<file path="config.mk">
export PLATFORM = sky130hd
export DESIGN_NAME = dcc_block_writer
export DESIGN_NICKNAME = d
export VERILOG_FILES = /design/src/rtl/dcc_pkg.sv /design/src/rtl/dcc_sat_counter.sv /design/src/rtl/dcc_block_writer.sv
export SDC_FILE = /design/constraint.sdc
export NUM_CORES = 1
export LEC_CHECK = 0
export CAP_MARGIN = 5
export CORE_AREA = 2 2 362 364
export CTS_BUF_LIST = sky130_fd_sc_hd__clkbuf_8
export CTS_CLUSTER_SIZE = 30
export DETAILED_ROUTE_END_ITERATION = 10
export DIE_AREA = 0 0 364 366
export PLACE_DENSITY = 0.51
export SLEW_MARGIN = 40
export SYNTH_ARGS = -nofsm -noshare
export SYNTH_HDL_FRONTEND = slang
export SYNTH_HIERARCHICAL = 1
export SYNTH_SLANG_ARGS = --single-unit
</file>
<file path="constraint.sdc">
create_clock -name clk -period 69 [get_ports clk]
set_input_delay 10.35 -clock clk [delete_from_list [all_inputs] [get_ports clk]]
set_output_delay 10.35 -clock clk [all_outputs]
set_load 0.05 [all_outputs]
</file>
<file path="src/rtl/dcc_pkg.sv">
// Shared definitions for the delta-colour-compression encoder and block writer.
package dcc_pkg;

  typedef enum logic [1:0] {
    IDLE = 2'd0,
    DATA = 2'd1,
    META = 2'd2
  } dcc_state_e;

  // Beats for a compressed block: one base beat plus the packed delta beats.
  function automatic int calc_nc(input int delta_bits, input int beat_bits);
    return 1 + (64 * delta_bits) / beat_bits;
  endfunction

  function automatic int calc_nr(input int block_pixels, input int pixel_bits,
                                 input int beat_bits);
    return (block_pixels * pixel_bits) / beat_bits;
  endfunction

  localparam int NC = calc_nc(4, 32);
  localparam int NR = calc_nr(16, 32, 32);

  function automatic bit delta_bits_legal(input int delta_bits);
    return (delta_bits == 2) || (delta_bits == 4) || (delta_bits == 8);
  endfunction

endpackage

</file>
<file path="src/rtl/dcc_sat_counter.sv">
// Saturating event counter: counts up on i_inc, sticks at all-ones.
module dcc_sat_counter #(
  parameter int WIDTH = 16
) (
  input  logic             clk,
  input  logic             rst,
  input  logic             i_inc,
  output logic [WIDTH-1:0] o_count
);

  logic [WIDTH-1:0] r_count;

  // NOTE: clocked state uses non-blocking assignments so every flop samples pre-edge values.
  always_ff @(posedge clk or posedge rst) begin
    if (rst) begin
      r_count <= '0;
    end else if (i_inc && (r_count != '1)) begin
      r_count <= r_count + 1'b1;
    end
  end

  assign o_count = r_count;

endmodule

</file>
<file path="src/rtl/dcc_block_writer.sv">
// Serializes one encoded 4x4 block into memory write beats, then one metadata
// write, and keeps saturating completion statistics.
module dcc_block_writer
  import dcc_pkg::*;
#(
  parameter int BLOCK_PIXELS = 16,
  parameter int PIXEL_BITS   = 32,
  parameter int DELTA_BITS   = 4,
  parameter int BEAT_BITS    = 32,
  parameter int BLK_IDX_BITS = 16,
  parameter int STAT_BITS    = 16
) (
  input  logic                               clk,
  input  logic                               rst,
  input  logic                               blk_valid,
  output logic                               blk_ready,
  input  logic [BLK_IDX_BITS-1:0]            blk_idx,
  input  logic                               blk_compressible,
  input  logic [PIXEL_BITS-1:0]              blk_base,
  input  logic [64*DELTA_BITS-1:0]           blk_deltas,
  input  logic [BLOCK_PIXELS*PIXEL_BITS-1:0] blk_pixels,
  output logic                               mem_valid,
  input  logic                               mem_ready,
  output logic [BLK_IDX_BITS+3:0]            mem_addr,
  output logic [BEAT_BITS-1:0]               mem_data,
  output logic                               mem_last,
  output logic                               meta_valid,
  input  logic                               meta_ready,
  output logic [BLK_IDX_BITS-1:0]            meta_idx,
  output logic                               meta_comp,
  output logic [STAT_BITS-1:0]               stat_blocks,
  output logic [STAT_BITS-1:0]               stat_comp
);

  localparam int N_COMP   = calc_nc(DELTA_BITS, BEAT_BITS);
  localparam int N_RAW    = calc_nr(BLOCK_PIXELS, PIXEL_BITS, BEAT_BITS);
  localparam int N_DWORDS = N_COMP - 1;
  localparam logic [3:0] LAST_COMP = 4'(N_COMP - 1);
  localparam logic [3:0] LAST_RAW  = 4'(N_RAW - 1);

  if (!delta_bits_legal(DELTA_BITS)) begin : g_bad_delta_bits
    $error("dcc_block_writer: DELTA_BITS must be 2, 4 or 8");
  end
  if (((64 * DELTA_BITS) % BEAT_BITS) != 0) begin : g_bad_delta_pack
    $error("dcc_block_writer: delta field is not a whole number of beats");
  end
  if (PIXEL_BITS != BEAT_BITS) begin : g_bad_beat_width
    $error("dcc_block_writer: PIXEL_BITS must equal BEAT_BITS");
  end
  if ((N_RAW > 16) || (N_COMP > 16)) begin : g_bad_slot
    $error("dcc_block_writer: a block must fit its 16-beat address slot");
  end

  dcc_state_e                        r_state;
  logic [3:0]                        r_beat;
  logic [BLK_IDX_BITS-1:0]           r_idx;
  logic                              r_comp;
  logic [PIXEL_BITS-1:0]             r_base;
  logic [64*DELTA_BITS-1:0]          r_deltas;
  logic [BLOCK_PIXELS*PIXEL_BITS-1:0] r_pixels;

  logic                 w_accept;
  logic                 w_is_last;
  logic                 w_meta_done;
  logic [BEAT_BITS-1:0] w_data;
  logic [BEAT_BITS-1:0] w_dwords [16];
  logic [BEAT_BITS-1:0] w_pwords [16];

  assign w_accept    = (r_state == IDLE) && blk_valid;
  assign w_is_last   = (r_beat == (r_comp ? LAST_COMP : LAST_RAW));
  assign w_meta_done = (r_state == META) && meta_ready;

  for (genvar k = 0; k < 16; k++) begin : g_words
    if (k < N_DWORDS) begin : g_dw
      assign w_dwords[k] = r_deltas[k*BEAT_BITS +: BEAT_BITS];
    end else begin : g_dw_pad
      assign w_dwords[k] = '0;
    end
    if (k < N_RAW) begin : g_pw
      assign w_pwords[k] = r_pixels[k*BEAT_BITS +: BEAT_BITS];
    end else begin : g_pw_pad
      assign w_pwords[k] = '0;
    end
  end

  // NOTE: default assignment first so no path through this block can infer a latch.
  always_comb begin
    w_data = '0;
    if (r_state == DATA) begin
      if (r_comp) begin
        w_data = (r_beat == 4'd0) ? r_base : w_dwords[r_beat - 4'd1];
      end else begin
        w_data = w_pwords[r_beat];
      end
    end
  end

  always_ff @(posedge clk or posedge rst) begin
    if (rst) begin
      r_state <= IDLE;
      r_beat  <= '0;
      r_idx   <= '0;
      r_comp  <= 1'b0;
    end else begin
      unique case (r_state)
        IDLE: begin
          if (blk_valid) begin
            r_idx   <= blk_idx;
            r_comp  <= blk_compressible;
            r_beat  <= '0;
            r_state <= DATA;
          end
        end
        DATA: begin
          if (mem_ready) begin
            if (w_is_last) r_state <= META;
            else           r_beat  <= r_beat + 4'd1;
          end
        end
        META: begin
          if (meta_ready) r_state <= IDLE;
        end
        default: r_state <= IDLE;
      endcase
    end
  end

  // NOTE: payload registers carry no reset; they are only observed while the FSM is in DATA.
  always_ff @(posedge clk) begin
    if (w_accept) begin
      r_base   <= blk_base;
      r_deltas <= blk_deltas;
      r_pixels <= blk_pixels;
    end
  end

  assign blk_ready  = (r_state == IDLE);
  assign mem_valid  = (r_state == DATA);
  assign mem_addr   = {r_idx, r_beat};
  assign mem_data   = w_data;
  assign mem_last   = (r_state == DATA) && w_is_last;
  assign meta_valid = (r_state == META);
  assign meta_idx   = r_idx;
  assign meta_comp  = r_comp;

  dcc_sat_counter #(.WIDTH(STAT_BITS)) u_stat_blocks (
    .clk     (clk),
    .rst     (rst),
    .i_inc   (w_meta_done),
    .o_count (stat_blocks)
  );

  dcc_sat_counter #(.WIDTH(STAT_BITS)) u_stat_comp (
    .clk     (clk),
    .rst     (rst),
    .i_inc   (w_meta_done && r_comp),
    .o_count (stat_comp)
  );

endmodule
</file>
Word level (Yosys, flattened, before mapping)
Index checks and enable logic that the tools add are counted.
{"block": "totals", "reg_bits": 855, "latchBits": 0, "ramBits": 0, "mem_bits_ro": 0, "in_bits": 822, "output_inout_bits": 105, "memories": 0}
{"block": "classes", "n_addsub": 4, "mul": 0, "n_div": 0, "n_lt_le_gt_ge": 2, "eq_ne": 10, "shifts": 0, "n_mux": 19, "bitwise": 2, "n_reduce_logical": 12}
{"cell": "32-bit binary-select mux with 4-bit select", "n": 2}
{"cell": "32-bit two-way mux", "n": 7}
{"cell": "16-bit by 1-bit adder with 16-bit output, second input constant", "n": 2}
{"cell": "16-bit inequality test, second input constant", "n": 2}
{"cell": "4-bit two-way mux", "n": 3}
{"cell": "5-bit >= comparator, second input constant", "n": 2}
{"cell": "4-bit NOT with 5-bit output", "n": 2}
{"cell": "2-bit two-way mux", "n": 4}
{"cell": "4-bit one-hot mux with 2 select lines", "n": 1}
{"cell": "4-bit AND reduction", "n": 2}
{"cell": "1-bit logical AND", "n": 6}
{"cell": "2-bit by 1-bit inequality test with 1-bit output, second input constant", "n": 3}
{"cell": "2-bit one-hot mux with 3 select lines", "n": 1}
{"cell": "4-bit by 1-bit adder with 4-bit output, second input constant", "n": 1}
{"cell": "4-bit equality test", "n": 1}
{"cell": "4-bit zero test", "n": 1}
{"cell": "2-bit inequality test, second input constant", "n": 2}
{"cell": "4-bit by 1-bit subtractor with 4-bit output, second input constant", "n": 1}
{"cell": "3-bit two-way mux", "n": 1}
{"cell": "2-bit by 1-bit equality test with 1-bit output, second input constant", "n": 1}
{"cell": "2-bit equality test, second input constant", "n": 1}
{"cell": "2-bit zero test", "n": 1}
{"cell": "2-bit AND reduction", "n": 1}
{"cell": "2-bit nonzero test", "n": 1}

Depth between registers and ports, before layout
Gate-level depths: netlist of run 1.
{"block": "depth", "ltp_word": 8, "mapped_depth": 10, "mapped_depth_nobuf": 7}

By module
Netlist of run 1, hierarchy kept.
{"mod": "dcc_block_writer", "instances": 1, "cells_per_inst": 1820, "area_each_um2": 32311.0, "seq_area_each_um2": 24598.6}
{"mod": "dcc_sat_counter", "instances": 2, "cells_per_inst": 71, "area_each_um2": 805.8, "seq_area_each_um2": 400.4}

Least setup slack after synthesis of run 1
Ideal clock, no wire load.
{"block": "synth_path", "path_type": "input-to-reg", "start": "in blk_valid", "end": "reg r_base[0], enable pin", "t_arrival_ps": 32281, "t_required_ps": 67525, "setup_slack_ps": 35244, "cell_stages": 3, "path_buffers": 1, "cell_sequence": "nand2_1 -> clkinv_1 -> clkbuf_1"}
{"block": "synth_between", "elab_chain_len": 1}
{"item": "start: declaration", "line": "dcc_block_writer.sv:15", "rtl": "input logic blk_valid,"}
{"item": "1-bit logical AND", "line": "dcc_block_writer.sv:69", "rtl": "assign w_accept = (r_state == IDLE) && blk_valid;"}
{"item": "named net w_accept", "line": "dcc_block_writer.sv:62", "rtl": "logic w_accept;"}
{"item": "end signal: assignment", "line": "dcc_block_writer.sv:131", "rtl": "r_base <= blk_base;"}
{"item": "end: declaration", "line": "dcc_block_writer.sv:58", "rtl": "logic [PIXEL_BITS-1:0] r_base;"}
The timed path passes the listed nets, and every way through them passes these cells.
A chain may end at the register's enable or synchronous reset.

Final worst setup path of run 1
{"block": "layout_path", "start": "reg r_beat[0]", "end": "out mem_data[31]"}
{"block": "layout_between", "elab_chain_len": 8, "word_cells_on_any_way": 13, "cone_classes": "add/sub (1); mux (9); bitwise (2); reduce/logical (1)"}
{"item": "start: declaration", "line": "dcc_block_writer.sv:55", "rtl": "logic [3:0] r_beat;"}
{"item": "start signal: assignment", "line": "dcc_block_writer.sv:117", "rtl": "else r_beat <= r_beat + 4'd1;"}
{"item": "4-bit by 1-bit subtractor with 4-bit output", "line": "dcc_block_writer.sv:91", "rtl": "w_data = (r_beat == 4'd0) ? r_base : w_dwords[r_beat - 4'd1];"}
{"item": "4-bit NOT with 5-bit output (implied by the code)", "line": "dcc_block_writer.sv:91"}
{"item": "32-bit binary-select mux with 4-bit select", "line": "dcc_block_writer.sv:91"}
{"item": "32-bit two-way mux (implied by the code) (2 in a row)", "line": "dcc_block_writer.sv:91"}
{"item": "32-bit two-way mux", "line": "dcc_block_writer.sv:91"}
{"item": "32-bit two-way mux *", "line": "dcc_block_writer.sv:90", "rtl": "if (r_comp) begin"}
{"item": "32-bit two-way mux *", "line": "dcc_block_writer.sv:89", "rtl": "if (r_state == DATA) begin"}
{"item": "end: declaration", "line": "dcc_block_writer.sv:25", "rtl": "output logic [BEAT_BITS-1:0] mem_data,"}
Every way passes the cells marked *; elsewhere a longest branch is shown, timed or not. The select of a mux whose other input is x is not followed.

==> flow_metrics.env, run 1 <==
export IMPL_cellLeakagePower_nw=17.0
export IMPL_totalNegativeSetupSlack_ns=0
export IMPL_cts_path_max_buffers=3
export IMPL_start_kind="register"
export IMPL_die_y_um=366
export IMPL_dieArea_um2=133000
export IMPL_reg2regPathDepth=6
export IMPL_finalMaxSlewViolations=0
export IMPL_io_pins=927
export IMPL_fin_crit_sh_pct=24.3
export IMPL_internal_power_mw=1.17
export IMPL_place_congestion=0.810
export IMPL_setup_ws_ns=52.22
export IMPL_layout_nets=3793
export IMPL_dp_slack_ns=53.02
export IMPL_power_density_nw_per_um2=40.7
export IMPL_fmax_mhz=59.6
export IMPL_ys_ff_latch=855
export IMPL_die_x_um=364
export IMPL_grt_max_degree=119
export IMPL_outcome="completed"
export IMPL_sw_frac_of_total_pct=40.6
export IMPL_max_cap_violations=0
export IMPL_port_buffers=926
export IMPL_post_cts_buffers=0
export IMPL_skew_ns=0.0388
export IMPL_vias=21569
export IMPL_syn_area_per_cell_um2=17.3
export IMPL_reg2reg_slack_ns=64.95
export IMPL_ir_worst_vdd_mv=0.0333
export IMPL_wl_per_cell_um=27.2
export IMPL_clock_latency_ns=0.89
export IMPL_dp_hpwl_um=98100
export IMPL_rsz0062_at_grt="false"
export IMPL_overflow=0
export IMPL_finalSetupViolations=0
export IMPL_path_clk_slew_ns=0.06
export IMPL_synth_nets=2788
export IMPL_startpoint="r_beat[0]"
export IMPL_endpoint="mem_data[31]"
export IMPL_clock_sinks=855
export IMPL_design_core_area_um2=129000
export IMPL_core_rowCount=132
export IMPL_cts_root_buf="clkbuf_8"
export IMPL_drive_gt1_share_pct=11.3
export IMPL_grt_pass1_wl_um=177000
export IMPL_switchingPower_mw=0.798
export IMPL_crit_path_end_kind="output port"
export IMPL_p_comb_share_pct=42.6
export IMPL_start_util_pct=26.3
export IMPL_antenna_found_initial=42
export IMPL_fillerInstances=12188
export IMPL_via_per_inst=4.44
export IMPL_tightest_slew_ns=0.828
export IMPL_async_reset_ff_share_pct=6.43
export IMPL_drc=0
export IMPL_area_growth_pct=42.7
export IMPL_relSlewSlack_pct=44.6
export IMPL_p_seq_share_pct=33.9
export IMPL_postCtsResizedCells=0
export IMPL_drt_pass1_iterations=5
export IMPL_numCtsBuffers=157
export IMPL_crit_fanout=60
export IMPL_crit_type="reg2out"
export IMPL_initialDrtViolationCount=1505
export IMPL_synth_distinct_cells=50
export IMPL_finalCriticalPeriod_ns=16.78
export IMPL_htree_levels=4
export IMPL_grt_use_total_pct=19.4
export IMPL_grt_pass1_vias=22538
export IMPL_yosysWarningCount=6
export IMPL_synth_edf_count=800
export IMPL_hold_path_class="reg2reg"
export IMPL_tritoncts="done"
export IMPL_timing_final_hold_violations=0
export IMPL_netlist_area_um2=33900
export IMPL_cts_hold_buf=0
export IMPL_clkPwrFrac_pct=23.5
export IMPL_yosysSeqAreaShare_pct=74.9
export IMPL_drtAntennaViolNets=0
export IMPL_crit_required_ns=58.65
export IMPL_synthFlopType="edfxtp_1"
export IMPL_r2r_start="r_state[0]"
export IMPL_arrival_ns=6.43
export IMPL_r2r_end="r_deltas[153]"
export IMPL_syn_inst=1962
export IMPL_routed_wl_um=132000
## synth_stat cells (30+ instances only)
library cell | number | area (µm²)
a22o_1 | 63 | 552
clkbuf_1 | 53 | 199
o311a_1 | 31 | 310
nor4_1 | 33 | 206
nor4_2 | 30 | 375
dfrtp_1 | 55 | 1380
nand2_1 | 101 | 379
a22oi_1 | 62 | 465
a21oi_1 | 38 | 190
buf_2 | 44 | 220
edfxtp_1 | 800 | 24000
nor2_1 | 77 | 289
o22ai_1 | 31 | 194
mux2i_1 | 377 | 3770
## layout by cell type, fill, tap and decap left out, types with 6 or more instances in the layout
cell	instances
buf_6	10
diode_2	24
nand4_1	11
nor4_4	6
and3_1	9
nor2_1	74
clkinv_2	17
a22o_1	63
o22ai_1	31
nand2_1	100
dfrtp_1	51
and4_1	6
o311a_1	31
xnor2_1	22
nor4_2	45
mux2i_1	376
clkinvlp_4	8
edfxtp_1	800
nand3_1	19
buf_4	34
clkdlybuf4s50_1	922
clkinv_1	31
inv_1	60
a22oi_1	62
a21oi_1	37
nor4_1	14
clkbuf_8	161
## registers in the layout, summed over array words and instances, names as in the netlist
register	cells
r_pixels	512
r_deltas	256
r_base	32
meta_idx	16
u_stat_blocks/o_count	16
u_stat_comp/o_count	16
r_beat	4
r_state	2
meta_comp	1
## power by group through the flow
stage          Combinational (mW)  Clock, mW  Sequential, mW
3_3_place_gp                0.846          0           0.682
6_report                    0.839      0.462           0.667
5_1_grt                     0.886      0.501           0.672
3_5_place_dp                0.861          0           0.678
4_1_cts                     0.863      0.479           0.668
2_1_floorplan               0.499          0           0.739
## kinds of logic (layout without fill, tap and decap cells)
logic type               count (synthesis)  after routing  share of synthesized area (%)
buffers and inverters                  138           1267                           2.10
AND/OR/NAND/NOR                        316            316                           5.31
XOR/XNOR                                24             24                          0.675
adder cells (fa/ha/maj)                  4              4                          0.148
multiplexers                           386            386                           11.6
AO/OA/AOI/OAI                          239            239                           5.33
flip-flops                             855            855                           74.9
other                                    0             24                              0
## cell type report
cell class	instances	area (µm²)	share of cell area (%)
Sequential cell	855	25400	52.5
Inverter	10	50.0	0.103
Timing Repair Buffer	974	9700	20.0
Clock inverter	122	721	1.49
Antenna cell	24	60.1	0.124
Clock buffer	161	2220	4.58
Multi-Input combinational cell	969	8060	16.7
Tap cell	1742	2180	4.50
## how the worst min path moves through the flow
stage,from,cells after the start,to
2_1_floorplan,r_state[1],1,r_state[0]
3_3_place_gp,r_state[1],1,r_state[0]
3_5_place_dp,r_state[1],1,r_state[0]
4_1_cts,r_state[1],1,r_state[0]
5_1_grt,r_state[1],1,r_state[0]
6_report,r_state[1],1,r_state[0]
## metrics by stage
| stage | instance area [µm²] | util (%) | power, mW | std cells | hold WS, ns |
|---|---|---|---|---|---|
| 6_report | 48400 | 37.5 | 1.97 | 4857 | 0.450 |
| 5_1_grt | 48400 | 37.5 | 2.06 | 4851 | 0.464 |
| 4_1_cts | 48300 | 37.5 | 2.01 | 4833 | 0.431 |
| 3_5_place_dp | 45400 | 35.2 | 1.54 | 4550 | 0.458 |
| 3_3_place_gp | 45300 | 35.1 | 1.53 | 4545 | 0.463 |
| 2_1_floorplan | 33900 | - | 1.24 | 1962 | 0.431 |
## worst max-delay path, cell delays in order, from the launching register on
cell and delay, ns:
dfrtp_4 0.83, inv_1 0.37, ha_4 0.66, buf_4 0.69, buf_6 0.70, mux2i_1 0.17, a22o_1 0.26, o311a_1 0.39
nor4_1 0.30, clkdlybuf4s50_1 1.01
## per-layer routing
metal | global-route usage (%) | vias to the layer above | wire [µm]
li1 | - | 9848 | -
met1 | 22.0 | 10614 | 50500
met2 | 34.6 | 900 | 69100
met3 | 5.80 | 177 | 9520
met4 | 6.51 | 30 | 3050
met5 | 0 | - | 183
Power figures use the tool's default switching activity.
==> run 2, diff against run 1 <==
--- a/config.mk
+++ b/config.mk
@@ -11,7 +11,7 @@
 export CTS_CLUSTER_SIZE = 30
 export DETAILED_ROUTE_END_ITERATION = 10
 export DIE_AREA = 0 0 364 366
-export PLACE_DENSITY = 0.51
+export PLACE_DENSITY = 0.53
 export SLEW_MARGIN = 40
 export SYNTH_ARGS = -nofsm -noshare
 export SYNTH_HDL_FRONTEND = slang
==> constraint.sdc (replaced) <==
create_clock -name clk -period 13.5 [get_ports clk]
set_input_delay 2.025 -clock clk [delete_from_list [all_inputs] [get_ports clk]]
set_output_delay 2.025 -clock clk [all_outputs]
set_load 0.05 [all_outputs]
==> run 2 against run 1 <==
  * Total power rose to 5.1 times the previous value
  * Design area rose by 0.23%
  * Worst hold slack better by 0.025 ns
  * Non-clock buffer count unchanged
  * Clock power increased to 5.2 times the previous value
  * Largest power group unchanged
  * Clock skew down 0.0036 ns
  * Worst setup slack lost 47 ns
  * Critical path depth is 1 lower
  * Routed wire length decreased by 0.35%
  * Sequential power grew to 5.1 times the previous value
==> flow_metrics.env, run 2 (synthesis gave the netlist of run 1 again) <==
export IMPL_outcome="completed"
export IMPL_met2_usage_pct=34.6
export IMPL_postCtsResizedCells=0
export IMPL_dieArea_um2=133000
export IMPL_crit_required_ns=11.48
export IMPL_largest_reg_flops=512
export IMPL_initialDrtViolationCount=1526
export IMPL_grt_pass1_vias=22742
export IMPL_arrival_ns=5.95
export IMPL_ir_worst_vdd_mv=0.139
export IMPL_start_kind="register"
export IMPL_crit_type="reg2out"
export IMPL_fmax_mhz=125
export IMPL_layout_common_cells="clkdlybuf4s50_1 (925), edfxtp_1 (800), mux2i_1 (377), clkbuf_8 (163), nand2_1 (101)"
export IMPL_dp_hpwl_um=99100
export IMPL_design_core_area_um2=129000
export IMPL_crit_path_end_kind="output port"
export IMPL_numCtsBuffers=159
export IMPL_die_x_um=364
export IMPL_crit_fanout=48
export IMPL_fillerInstances=12236
export IMPL_timing_final_hold_violations=0
export IMPL_grt_max_degree=109
export IMPL_cellLeakagePower_nw=17.1
export IMPL_htree_levels=4
export IMPL_fin_crit_sh_pct=59.1
export IMPL_start_util_pct=26.3
export IMPL_multi_input_area_um2=8110
export IMPL_drtAntennaViolNets=0
export IMPL_io_pins=927
export IMPL_vias=21734
export IMPL_power_density_nw_per_um2=207
export IMPL_layout_nets=3795
export IMPL_reg_largest_list="r_pixels (512), r_deltas (256), r_base (32)"
export IMPL_rsz0062_at_grt="false"
export IMPL_sw_frac_of_total_pct=40.4
export IMPL_switchingPower_mw=4.06
export IMPL_tightest_slew_ns=0.831
export IMPL_skew_ns=0.0352
export IMPL_r2r_end="r_deltas[29]"
export IMPL_reg2regPathDepth=7
export IMPL_cts_hold_buf=0
export IMPL_internal_power_mw=5.99
export IMPL_post_cts_buffers=0
export IMPL_drt_pass1_iterations=5
export IMPL_final_common_cell="clkdlybuf4s50_1"
export IMPL_wl_per_cell_um=27.1
export IMPL_cts_root_buf="clkbuf_8"
export IMPL_routed_wl_um=132000
export IMPL_p_seq_share_pct=33.9
export IMPL_overflow=0
export IMPL_path_clk_slew_ns=0.06
export IMPL_busiest_layer="met2"
export IMPL_max_cap_violations=0
export IMPL_grt_pass1_wl_um=177000
export IMPL_core_rowCount=132
export IMPL_cts_path_max_buffers=3
export IMPL_totalNegativeSetupSlack_ns=0
export IMPL_clock_sinks=855
export IMPL_clkPwrFrac_pct=23.7
export IMPL_hold_path_class="reg2reg"
export IMPL_die_y_um=366
export IMPL_tritoncts="done"
export IMPL_grt_use_total_pct=19.2
export IMPL_relSlewSlack_pct=44.6
export IMPL_endpoint="mem_data[28]"
export IMPL_seq_area_um2=25400
export IMPL_startpoint="r_beat[0]"
export IMPL_finalCriticalPeriod_ns=7.98
export IMPL_reg2reg_slack_ns=10.00
export IMPL_top_register="r_pixels"
export IMPL_finalMaxSlewViolations=0
export IMPL_p_total_mw=10.0
export IMPL_p_comb_share_pct=42.4
export IMPL_port_buffers=926
export IMPL_clock_latency_ns=0.86
export IMPL_drc=0
export IMPL_placed_area_um2=45500
export IMPL_via_per_inst=4.48
export IMPL_area_growth_pct=43.0
export IMPL_place_congestion=0.815
export IMPL_antenna_found_initial=45
export IMPL_grtUsageMet3_pct=6.06
export IMPL_r2r_start="r_state[0]"
export IMPL_design_area_um2=48500
export IMPL_grt_util_met1_pct=21.4
export IMPL_finalSetupViolations=0
export IMPL_drive_gt1_share_pct=11.0
run 2: worst min path at each step:
stage	end	depth (start not counted)	startpoint
2_1_floorplan	r_state[0]	1	r_state[1]
3_3_place_gp	r_state[0]	1	r_state[1]
3_5_place_dp	r_state[0]	1	r_state[1]
4_1_cts	r_state[0]	1	r_state[1]
5_1_grt	r_state[0]	1	r_state[1]
6_report	r_state[0]	1	r_state[1]
run 2: per-stage QoR:
| step | utilization, % | cells | setup slack (ns) | hold slack (ns) |
|---|---|---|---|---|
| after global placement | 35.1 | 4546 | 6.42 | 0.457 |
| after floorplan | - | 1962 | 0.260 | 0.431 |
| after CTS | 37.6 | 4837 | 5.29 | 0.474 |
| final | 37.6 | 4856 | 5.52 | 0.475 |
| after global routing | 37.6 | 4853 | 5.17 | 0.522 |
| after detailed placement | 35.3 | 4550 | 6.29 | 0.465 |
run 2: power by group through the flow:
stage,Combinational (mW),Clock (mW),Sequential [mW]
5_1_grt,4.49,2.57,3.43
6_report,4.26,2.38,3.40
3_5_place_dp,4.36,0,3.46
2_1_floorplan,2.55,0,3.61
3_3_place_gp,4.29,0,3.46
4_1_cts,4.37,2.46,3.41
run 2: final cells by class:
type	count	share of cell area, %
antenna	19	0.0980
clock buffer	163	4.62
clock inverter	124	1.51
inverter	10	0.0928
multi-input combinational	969	16.7
sequential	855	52.4
tap	1742	4.49
timing repair buffer	974	20.1
run 2: critical path: stages (launching register included):
cell and delay, ns:
dfrtp_4 0.91, inv_1 0.37, ha_4 0.74, buf_4 0.75, mux2i_1 0.19, a22o_1 0.26, o311a_1 0.44, nor4_2 0.31
clkdlybuf4s50_1 1.07
run 2: per-layer routing:
metal  vias up  wire, µm
met5         -       266
met4        40      2840
met3       230      9840
met2       857     69100
met1     10755     49800
li1       9852         -
==> run 3, diff against run 2 <==
==> constraint.sdc (replaced) <==
create_clock -name clk -period 7.03 [get_ports clk]
set_input_delay 1.0545 -clock clk [delete_from_list [all_inputs] [get_ports clk]]
set_output_delay 1.0545 -clock clk [all_outputs]
set_load 0.05 [all_outputs]
==> run 3 against run 2 <==
  * Core utilization about the same
  * Clock-buffer cell count is 5 lower
  * Design area about the same
  * Flip-flop and latch count did not move
  * Worst hold slack better by 0.0035 ns
  * Clock skew grew 0.00087 ns
  * Register-to-register slack worse by 6.0 ns
  * Via count decreased by 0.54%
  * Worst setup slack got worse by 5.0 ns
  * Routed wire length down 0.23%
  * Critical path type unchanged
  * Critical endpoint is now mem_data[7]
  * Largest cell class unchanged
  * Largest power group unchanged
==> flow_metrics.env, run 3 (synthesis gave the netlist of run 1 again) <==
export IMPL_dp_hpwl_um=99900
export IMPL_clock_sinks=855
export IMPL_drtAntennaViolNets=0
export IMPL_route_met3_wl_um=8940
export IMPL_die_x_um=364
export IMPL_crit_path_end_kind="output port"
export IMPL_ir_worst_vdd_mv=0.252
export IMPL_finalMaxSlewViolations=0
export IMPL_htree_levels=4
export IMPL_area_growth_pct=43.2
export IMPL_start_kind="register"
export IMPL_layout_common_cells="clkdlybuf4s50_1 (924), edfxtp_1 (800), mux2i_1 (377), clkbuf_8 (158), nand2_1 (99)"
export IMPL_cellLeakagePower_nw=17.1
export IMPL_arrival_ns=5.47
export IMPL_antenna_found_initial=31
export IMPL_max_cap_violations=0
export IMPL_routed_wl_um=132000
export IMPL_path_clk_slew_ns=0.06
export IMPL_grt_pass1_vias=22708
export IMPL_die_y_um=366
export IMPL_highest_layer="met5"
export IMPL_place_congestion=0.814
export IMPL_layout_nets=3792
export IMPL_final_common_cell="clkdlybuf4s50_1"
export IMPL_wl_met1_um=51400
export IMPL_hold_path_class="reg2reg"
export IMPL_vias=21617
export IMPL_start_util_pct=26.3
export IMPL_grt_use_total_pct=19.2
export IMPL_skew_ns=0.0361
export IMPL_crit_fanout=35
export IMPL_via_per_inst=4.46
export IMPL_wl_met2_um=68200
export IMPL_fin_crit_sh_pct=92.7
export IMPL_tightest_slew_ns=0.849
export IMPL_rsz0062_at_grt="false"
export IMPL_wl_per_cell_um=27.2
export IMPL_cts_root_buf="clkbuf_8"
export IMPL_power_density_nw_per_um2=399
export IMPL_top_register="r_pixels"
export IMPL_overflow=0
export IMPL_initialDrtViolationCount=1412
export IMPL_fmax_mhz=153
export IMPL_largest_reg_flops=512
export IMPL_numCtsBuffers=151
export IMPL_core_rowCount=132
export IMPL_whs_path_depth=1
export IMPL_grt_pass1_wl_um=176000
export IMPL_reg_largest_list="r_pixels (512), r_deltas (256), r_base (32)"
export IMPL_drc=0
export IMPL_cts_hold_buf=0
export IMPL_relSlewSlack_pct=43.2
export IMPL_grt_max_degree=166
export IMPL_clock_latency_ns=0.87
export IMPL_io_pins=927
export IMPL_finalCriticalPeriod_ns=6.52
export IMPL_setup_ws_ns=0.510
export IMPL_cts_path_max_buffers=3
export IMPL_design_core_area_um2=129000
export IMPL_postCtsResizedCells=0
export IMPL_tritoncts="done"
export IMPL_dieArea_um2=133000
export IMPL_port_buffers=926
export IMPL_finalSetupViolations=0
export IMPL_timing_final_hold_violations=0
export IMPL_post_cts_buffers=0
export IMPL_outcome="completed"
export IMPL_crit_required_ns=5.98
export IMPL_drive_gt1_share_pct=11.1
export IMPL_crit_type="reg2out"
export IMPL_dp_slack_ns=1.28
export IMPL_fillerInstances=12240
export IMPL_drt_pass1_iterations=5
export IMPL_totalNegativeSetupSlack_ns=0
export IMPL_reg2regPathDepth=7
[run 3: cell count changes in the layout (fill, tap and decap cells not counted), sizes merged]
| cell | change |
|---|---|
| clkdlybuf4s50 | -1 |
| inv | -2 |
| clkinv | -7 |
| bufinv | +1 |
| clkbuf | -5 |
| clkinvlp | -4 |
| buf | +6 |
[run 3: critical path, cell delays in order, from the launching register on]
cell,delay (ns)
dfrtp_4,0.78
inv_1,0.26
ha_4,0.75
buf_4,0.53
mux2i_1,0.14
a22o_1,0.27
o311a_1,0.44
nor4_2,0.39
clkdlybuf4s50_1,0.94
[run 3: layout make-up]
cell class	count	area, µm²	area share [%]
Antenna cell	19	47.5	0.0979
Sequential cell	855	25400	52.3
Multi-Input combinational cell	969	8140	16.8
Inverter	10	45.0	0.0928
Timing Repair Buffer	979	9890	20.4
Clock buffer	158	2170	4.48
Clock inverter	112	679	1.40
Tap cell	1742	2180	4.49
[run 3: where the power goes]
part	switching (mW)	internal (mW)	total (mW)
Sequential	0.311	6.21	6.52
Combinational	5.36	3.04	8.41
Clock	2.16	2.31	4.47
[run 3: through the flow]
| step | utilization [%] | area [µm²] | hold WS [ns] | cells | total power, mW |
|---|---|---|---|---|---|
| 6_report | 37.6 | 48600 | 0.479 | 4844 | 19.4 |
| 3_3_place_gp | 35.1 | 45300 | 0.465 | 4545 | 15.0 |
| 3_5_place_dp | 35.3 | 45600 | 0.471 | 4552 | 15.2 |
| 4_1_cts | 37.5 | 48400 | 0.484 | 4822 | 19.8 |
| 2_1_floorplan | - | 33900 | 0.431 | 1962 | 11.6 |
| 5_1_grt | 37.6 | 48600 | 0.508 | 4840 | 20.3 |
[run 3: metal layers]
layer,GRT usage [%],vias up
met3,5.58,183
met1,22.0,10774
met4,5.81,10
met2,34.4,834
li1,-,9816
met5,0,-
[run 3: worst paths after layout]
check / from / endpoint / slack [ns]
setup / recovery: r_beat[1] / mem_data[7] / 0.51
hold / removal: r_state[1] / r_state[0] / 0.48
setup reg to reg: r_state[0] / r_deltas[12] / 4.05
hold reg to reg: r_state[1] / r_state[0] / 0.48
max in group asynchronous: rst / meta_comp / 5.73
min in group asynchronous: rst / r_beat[1] / 0.68
